## config.mk

```make
export PLATFORM = sky130hd
export DESIGN_NAME = alu_acc_core_flat
export DESIGN_NICKNAME = d
export VERILOG_FILES = /design/src/rtl/alu_pkg.sv /design/src/rtl/alu_acc_core_if.sv /design/src/rtl/alu_div.sv /design/src/rtl/alu_acc_core.sv /design/src/flat_wrapper.sv
export SDC_FILE = /design/constraint.sdc
export NUM_CORES = 1
export LEC_CHECK = 0
export ABC_AREA = 1
export CAP_MARGIN = 20
export CORE_ASPECT_RATIO = 0.8
export CORE_UTILIZATION = 65
export DETAILED_ROUTE_END_ITERATION = 10
export GPL_ROUTABILITY_DRIVEN = 0
export PLACE_DENSITY_LB_ADDON = 0.25
export REMOVE_ABC_BUFFERS = 1
export SLEW_MARGIN = 20
export SYNTH_ARGS = -nofsm -noshare
export SYNTH_HDL_FRONTEND = slang
export SYNTH_SLANG_ARGS = --single-unit
```

## constraint.sdc

```tcl
create_clock -name clk -period 7.5 [get_ports clk]
set_input_delay 1.5 -clock clk [delete_from_list [all_inputs] [get_ports clk]]
set_output_delay 1.5 -clock clk [all_outputs]
set_load 0.01 [all_outputs]
```

## src/rtl/alu_pkg.sv

```systemverilog
// Shared types for the handshaked accumulator ALU: opcodes, FSM states and flag bit positions.
package alu_pkg;

    typedef enum logic [3:0] {
        OP_ADD, OP_SUB, OP_MUL, OP_DIV,
        OP_ADDA, OP_MULA, OP_MAC,
        OP_ROL, OP_ROR,
        OP_AND, OP_OR, OP_XOR, OP_NAND,
        OP_EQ, OP_GT, OP_LT
    } op_e;

    typedef enum logic [1:0] {
        ST_IDLE,
        ST_DIV,
        ST_HOLD
    } state_e;

    localparam int FLAG_ZERO  = 0;
    localparam int FLAG_CARRY = 1;
    localparam int FLAG_DZ    = 2;
    localparam int FLAG_W     = 3;

endpackage

```

## src/rtl/alu_acc_core_if.sv

```systemverilog
// Request/response bundle between the operand sequencer (master) and the ALU core (slave).
interface alu_acc_core_if #(parameter int WIDTH = 8);
    import alu_pkg::*;

    logic               in_valid;
    logic               in_ready;
    op_e                op;
    logic [WIDTH-1:0]   a;
    logic [WIDTH-1:0]   b;
    logic               acc_clr;
    logic               out_valid;
    logic               out_ready;
    logic [WIDTH-1:0]   result;
    logic [FLAG_W-1:0]  flags;
    logic [WIDTH-1:0]   acc;

    modport master (
        output in_valid, op, a, b, acc_clr, out_ready,
        input  in_ready, out_valid, result, flags, acc
    );

    modport slave (
        input  in_valid, op, a, b, acc_clr, out_ready,
        output in_ready, out_valid, result, flags, acc
    );

endinterface

```

## src/rtl/alu_div.sv

```systemverilog
// Restoring unsigned divider, one quotient bit per cycle; done/quotient are valid in the final iteration cycle.
module alu_div #(
    parameter int WIDTH = 8
) (
    input  logic             clk,
    input  logic             rst_n,
    input  logic             start,
    input  logic [WIDTH-1:0] dividend,
    input  logic [WIDTH-1:0] divisor,
    output logic             busy,
    output logic             done,
    output logic [WIDTH-1:0] quotient
);

    localparam int CNT_W = $clog2(WIDTH);

    logic [WIDTH-1:0] rem_q, quo_q, dvs_q;
    logic [CNT_W-1:0] cnt_q;
    logic             busy_q;
    logic [WIDTH:0]   trial;
    logic [WIDTH-1:0] rem_d, quo_d;

    // Top bit of the trial difference is the restore decision.
    always_comb begin
        trial = {rem_q, quo_q[WIDTH-1]} - {1'b0, dvs_q};
        if (!trial[WIDTH]) begin
            rem_d = trial[WIDTH-1:0];
            quo_d = {quo_q[WIDTH-2:0], 1'b1};
        end else begin
            rem_d = {rem_q[WIDTH-2:0], quo_q[WIDTH-1]};
            quo_d = {quo_q[WIDTH-2:0], 1'b0};
        end
    end

    always_ff @(posedge clk or negedge rst_n) begin
        if (!rst_n) begin
            rem_q  <= '0;
            quo_q  <= '0;
            dvs_q  <= '0;
            cnt_q  <= '0;
            busy_q <= 1'b0;
        end else if (start) begin
            rem_q  <= '0;
            quo_q  <= dividend;
            dvs_q  <= divisor;
            cnt_q  <= '0;
            busy_q <= 1'b1;
        end else if (busy_q) begin
            rem_q <= rem_d;
            quo_q <= quo_d;
            cnt_q <= cnt_q + 1'b1;
            if (done) busy_q <= 1'b0;
        end
    end

    assign busy     = busy_q;
    assign done     = busy_q && (cnt_q == CNT_W'(WIDTH - 1));
    assign quotient = quo_d;

endmodule

```

## src/rtl/alu_acc_core.sv

```systemverilog
// Handshaked accumulator ALU: single-cycle op datapath, iterative divider, output register and accumulator.
module alu_acc_core
    import alu_pkg::*;
#(
    parameter int WIDTH = 8
) (
    input  logic         clk,
    input  logic         rst_n,
    alu_acc_core_if.slave bus
);

    localparam int SH_W = $clog2(WIDTH);

    state_e             state_q, state_d;
    logic               out_valid_q;
    logic [WIDTH-1:0]   result_q, acc_q;
    logic [FLAG_W-1:0]  flags_q;
    logic               in_ready;

    logic               accept, div_start, fast_done, complete;
    logic               div_busy, div_done;
    logic [WIDTH-1:0]   div_quo;

    logic [WIDTH-1:0]   res, cres;
    logic               carry;
    logic [FLAG_W-1:0]  cflags;
    logic [WIDTH:0]     sum_ab, dif_ab, sum_acc_a, sum_mac;
    logic [WIDTH-1:0]   mul_ab, mul_acc;
    logic [2*WIDTH-1:0] rot_l, rot_r;
    logic [SH_W-1:0]    sh;

    assign accept    = bus.in_valid && in_ready;
    assign div_start = accept && (bus.op == OP_DIV) && (bus.b != '0);
    assign fast_done = accept && !div_start;
    assign complete  = fast_done || div_done;

    alu_div #(.WIDTH(WIDTH)) u_div (
        .clk      (clk),
        .rst_n    (rst_n),
        .start    (div_start),
        .dividend (bus.a),
        .divisor  (bus.b),
        .busy     (div_busy),
        .done     (div_done),
        .quotient (div_quo)
    );

    always_comb begin
        sh        = bus.b[SH_W-1:0];
        mul_ab    = bus.a * bus.b;
        mul_acc   = acc_q * bus.a;
        sum_ab    = {1'b0, bus.a} + {1'b0, bus.b};
        dif_ab    = {1'b0, bus.a} - {1'b0, bus.b};
        sum_acc_a = {1'b0, acc_q} + {1'b0, bus.a};
        sum_mac   = {1'b0, acc_q} + {1'b0, mul_ab};
        rot_l     = {bus.a, bus.a} << sh;
        rot_r     = {bus.a, bus.a} >> sh;
        res       = '0;
        carry     = 1'b0;
        case (bus.op)
            OP_ADD:  begin res = sum_ab[WIDTH-1:0];    carry = sum_ab[WIDTH];    end
            OP_SUB:  begin res = dif_ab[WIDTH-1:0];    carry = dif_ab[WIDTH];    end
            OP_MUL:  res = mul_ab;
            OP_DIV:  res = '1;  // only reaches the output on divide-by-zero
            OP_ADDA: begin res = sum_acc_a[WIDTH-1:0]; carry = sum_acc_a[WIDTH]; end
            OP_MULA: res = mul_acc;
            OP_MAC:  begin res = sum_mac[WIDTH-1:0];   carry = sum_mac[WIDTH];   end
            OP_ROL:  res = rot_l[2*WIDTH-1:WIDTH];
            OP_ROR:  res = rot_r[WIDTH-1:0];
            OP_AND:  res = bus.a & bus.b;
            OP_OR:   res = bus.a | bus.b;
            OP_XOR:  res = bus.a ^ bus.b;
            OP_NAND: res = ~(bus.a & bus.b);
            OP_EQ:   res = {WIDTH{bus.a == bus.b}};
            OP_GT:   res = {WIDTH{bus.a > bus.b}};
            OP_LT:   res = {WIDTH{bus.a < bus.b}};
            default: res = '0;
        endcase
    end

    // Divider completion takes priority; no new op can be accepted while it runs.
    always_comb begin
        cres   = div_done ? div_quo : res;
        cflags = '0;
        cflags[FLAG_ZERO]  = (cres == '0);
        cflags[FLAG_CARRY] = !div_done && carry;
        cflags[FLAG_DZ]    = !div_done && (bus.op == OP_DIV);
    end

    always_ff @(posedge clk or negedge rst_n) begin
        if (!rst_n) state_q <= ST_IDLE;
        else        state_q <= state_d;
    end

    always_comb begin
        state_d = state_q;
        case (state_q)
            ST_IDLE: begin
                if (div_start)                          state_d = ST_DIV;
                else if (fast_done && !bus.out_ready)   state_d = ST_HOLD;
            end
            ST_DIV:  if (div_done)      state_d = ST_HOLD;
            ST_HOLD: if (bus.out_ready) state_d = ST_IDLE;
            default: state_d = ST_IDLE;
        endcase
    end

    always_comb begin
        in_ready      = (state_q == ST_IDLE) && (!out_valid_q || bus.out_ready);
        bus.in_ready  = in_ready;
        bus.out_valid = out_valid_q;
        bus.result    = result_q;
        bus.flags     = flags_q;
        bus.acc       = acc_q;
    end

    // A completing result overrides a same-edge acc_clr.
    always_ff @(posedge clk or negedge rst_n) begin
        if (!rst_n) begin
            out_valid_q <= 1'b0;
            result_q    <= '0;
            flags_q     <= '0;
            acc_q       <= '0;
        end else if (complete) begin
            out_valid_q <= 1'b1;
            result_q    <= cres;
            flags_q     <= cflags;
            acc_q       <= cres;
        end else begin
            if (out_valid_q && bus.out_ready) out_valid_q <= 1'b0;
            if (bus.acc_clr)                  acc_q       <= '0;
        end
    end

endmodule
```

## src/flat_wrapper.sv

```systemverilog
// flat-port wrapper written by rule: the top's interface ports become plain ports
module alu_acc_core_flat import alu_pkg::*;
#(
    parameter int WIDTH = 8
)
  (clk, rst_n, bus_in_valid, bus_op, bus_a, bus_b, bus_acc_clr, bus_out_ready, bus_in_ready, bus_out_valid, bus_result, bus_flags, bus_acc);
  alu_acc_core_if #(.WIDTH(WIDTH)) bus_i ();
  input  logic clk;
  input  logic rst_n;
  input wire logic [$bits(bus_i.in_valid)-1:0] bus_in_valid;
  input wire logic [$bits(bus_i.op)-1:0] bus_op;
  input wire logic [$bits(bus_i.a)-1:0] bus_a;
  input wire logic [$bits(bus_i.b)-1:0] bus_b;
  input wire logic [$bits(bus_i.acc_clr)-1:0] bus_acc_clr;
  input wire logic [$bits(bus_i.out_ready)-1:0] bus_out_ready;
  output wire logic [$bits(bus_i.in_ready)-1:0] bus_in_ready;
  output wire logic [$bits(bus_i.out_valid)-1:0] bus_out_valid;
  output wire logic [$bits(bus_i.result)-1:0] bus_result;
  output wire logic [$bits(bus_i.flags)-1:0] bus_flags;
  output wire logic [$bits(bus_i.acc)-1:0] bus_acc;
  assign bus_i.in_valid = bus_in_valid;
  assign bus_i.op = bus_op;
  assign bus_i.a = bus_a;
  assign bus_i.b = bus_b;
  assign bus_i.acc_clr = bus_acc_clr;
  assign bus_i.out_ready = bus_out_ready;
  assign bus_in_ready = bus_i.in_ready;
  assign bus_out_valid = bus_i.out_valid;
  assign bus_result = bus_i.result;
  assign bus_flags = bus_i.flags;
  assign bus_acc = bus_i.acc;
  alu_acc_core #(.WIDTH(WIDTH)) u_core (.clk(clk), .rst_n(rst_n), .bus(bus_i));
endmodule
```

==> impl_metrics.ini <==
[global_route]
grt_pass1_wl_um = 35300
grt_max_degree = 51
use_met1_pct = 51.6
grt_usage_pct = 38.5
grt.met2_usage_pct = 59.2
globalRouteOverflowTotal = 0
antenna_found_initial = 0
grt_pass1_vias = 7280
met3_usage_pct = 11.8
gr-max-usage-layer = met2

[pwr]
power-per-cell-area_nw_per_um2 = 272
p_sw_share_pct = 49.9
clockPowerShare_pct = 10.6
vdd_ir_drop_max_uv = 237
p_int_uw = 1100
pwr-share-seq_pct = 23.0
power_switching_uw = 1100
p_leak_uw = 0.00463
p_comb_share_pct = 66.4

[timing]
hold_violations = 0
tightest_slew_ps = 1010
tns_ps = 0
skew_ps = 2.02
max_freq_mhz = 157
relSlewSlack_pct = 32.3
fin_crit_sh_pct = 84.9
min_period_ps = 6370
setup_viol = 0
rsz0062_at_grt = no
hold_slack_ps = 482
slew_violations = 0

[logic_synthesis]
synth_seq_cells = 50
avgSynthCellArea_um2 = 6.35
yosysWarnings = 0
yosys_most_used_dff = dfrtp_1
netlist_area_um2 = 7380
synth_edf_count = 0
synth_cell_types = 46
synth_cells = 1162
yosysSeqAreaShare_pct = 17.0
ys_async_sr_fraction_pct = 100

[layout]
final_nets = 1331
fin_cells = 1340
layout_commonest_cell = nand2_1
num-fill-cells = 968
regArea_um2 = 1250
syn_to_final_growth_pct = 9.43
drive_above_1_share_pct = 3.68
diodes = 0
fin_util_pct = 73.6
multiInputGateArea_um2 = 5160
layout_common_cells = 365 x nand2_1, 209 x inv_1, 100 x nand3_1

[setup_path]
worstPathArrival_ps = 6600
criticalPathCategory = in2reg
cp-startpoint = bus_b[3]
cp-end-kind = flip-flop
rr_endpoint = u_core.bus.flags[0]
crit_top_cell = nand2_1
endpoint = u_core.bus.flags[0]
slowest_delay_ps = 670
r2r_cells = 21
crit_fanout = 8
crit_required_ps = 7730
cp_slowest_cell = clkdlybuf4s50_1
startpoint_type = primary input
reg2reg_from = u_core.bus.acc[1]
r2r_slack_ps = 2990

[floorplanning]
start_util_pct = 67.2
die_w_um = 121
io_pins = 46
die_area_um2 = 11800
coreArea_um2 = 11000
row_count = 34
chipHeight_um = 97.3

[min_path]
hold_path.class = reg2reg
min_from = u_core.bus.result[1]

[clock_network]
cts_buffer_depth = 2
numCtsBuffers = 5
cts.clk_slew.worst_paths_ps = 60
cts_htree_levels = 2
cts_tree = built
cts_resized = 0
clock_sinks = 50
hold_buffers = 0
clock_latency_ps = 290
root_buffer = clkbuf_16
post_cts_buffers = 0

[status]
status = completed

[place]
dp_cells = 1332
port_buffers = 45
dp_hpwl_um = 17100

[route]
drcViolationCount = 0
drt_iter0_markers = 877
wl_um = 21800
ant_nets = 0
num_vias = 7874
viasPerCell = 5.88
wl_per_cell_um = 16.3
first_pass_iters = 7

[flow_run]
cap_violations = 0
area by class of cell:
type	instances	share of cell area, %
Clock buffer	6	1.72
Clock inverter	2	0.155
Inverter	216	10.0
Multi-Input combinational cell	867	63.9
Sequential cell	50	15.5
Tap cell	144	2.23
Timing Repair Buffer	55	6.45
critical path, delay by kind of cell:
kind                     cells  cell delay [ps]
AND/OR/NAND/NOR             11              880
buffers and inverters        4              870
XOR/XNOR                     1              190
adder cells (fa/ha/maj)      7             2730
AO/OA/AOI/OAI                3              440
worst min path at each step:
stage	cells past startpoint	endpoint	slack (ps)
after floorplan	2	u_core.u_div.dvs_q[0]	460
after global placement	2	u_core.bus.result[4]	470
after detailed placement	2	u_core.bus.flags[1]	470
after CTS	2	u_core.bus.result[4]	480
after global routing	2	u_core.bus.flags[1]	490
final	2	u_core.bus.result[1]	480
power groups by stage:
stage	Combinational, uW	Sequential (uW)	Clock [uW]
floorplan	1020	487	0
global placement	1380	504	0
detailed placement	1430	508	0
CTS	1440	503	234
global route	1650	519	247
finish	1460	506	233
stage by stage:
step / total power (uW) / setup WS, ps / instance area [um2]
after CTS: 2180 / 1150 / 8070
after global placement: 1890 / 989 / 7920
after floorplan: 1510 / 1950 / 7220
after global routing: 2420 / 744 / 8070
after detailed placement: 1940 / 861 / 7920
final: 2200 / 1130 / 8070
cell usage after synthesis (all sizes together), types with 2 or more instances:
cell	count	area (um2)
and2	2	12.5
xor2	20	175
a32o	3	30.0
xnor2	12	105
nand2	368	1390
o211ai	7	52.6
fa	29	581
o22ai	5	31.3
dfrtp	50	1250
a21oi	48	240
clkbuf	6	22.5
a22o	2	17.5
inv	216	811
nand3	100	500
a31oi	3	18.8
o21a	2	15.0
a21boi	3	22.5
nor3	9	50.1
nor2	76	328
o221ai	5	43.8
o21ai	55	275
buf	23	134
or2	7	43.8
nand3b	3	22.5
ha	82	1030
nand4	16	100
a22oi	2	15.0
flip-flops by register name, summed over array words and instances, names as in the netlist:
signal,count
u_core.u_div.rem_q,8
u_core.bus.out_valid,1
u_core.bus.flags,3
u_core.bus.result,8
u_core.u_div.busy,1
u_core.u_div.quo_q,8
u_core.state_q,2
u_core.u_div.cnt_q,3
u_core.bus.acc,8
u_core.u_div.dvs_q,8
routing by layer:
layer | part of all wire (%) | wire, um
met1 | 41 | 8930
met2 | 43 | 9400
met3 | 12 | 2720
met4 | 3.4 | 732
met5 | 0 | 0
kinds of logic after synthesis:
| group | Yosys count | synth area share, % |
|---|---|---|
| AO/OA/AOI/OAI | 141 | 11.0 |
| XOR/XNOR | 32 | 3.80 |
| flip-flops | 50 | 17.0 |
| buffers and inverters | 245 | 13.1 |
| adder cells (fa/ha/maj) | 111 | 21.8 |
| AND/OR/NAND/NOR | 583 | 33.3 |
Note: power is estimated with default switching activity, not from simulation.
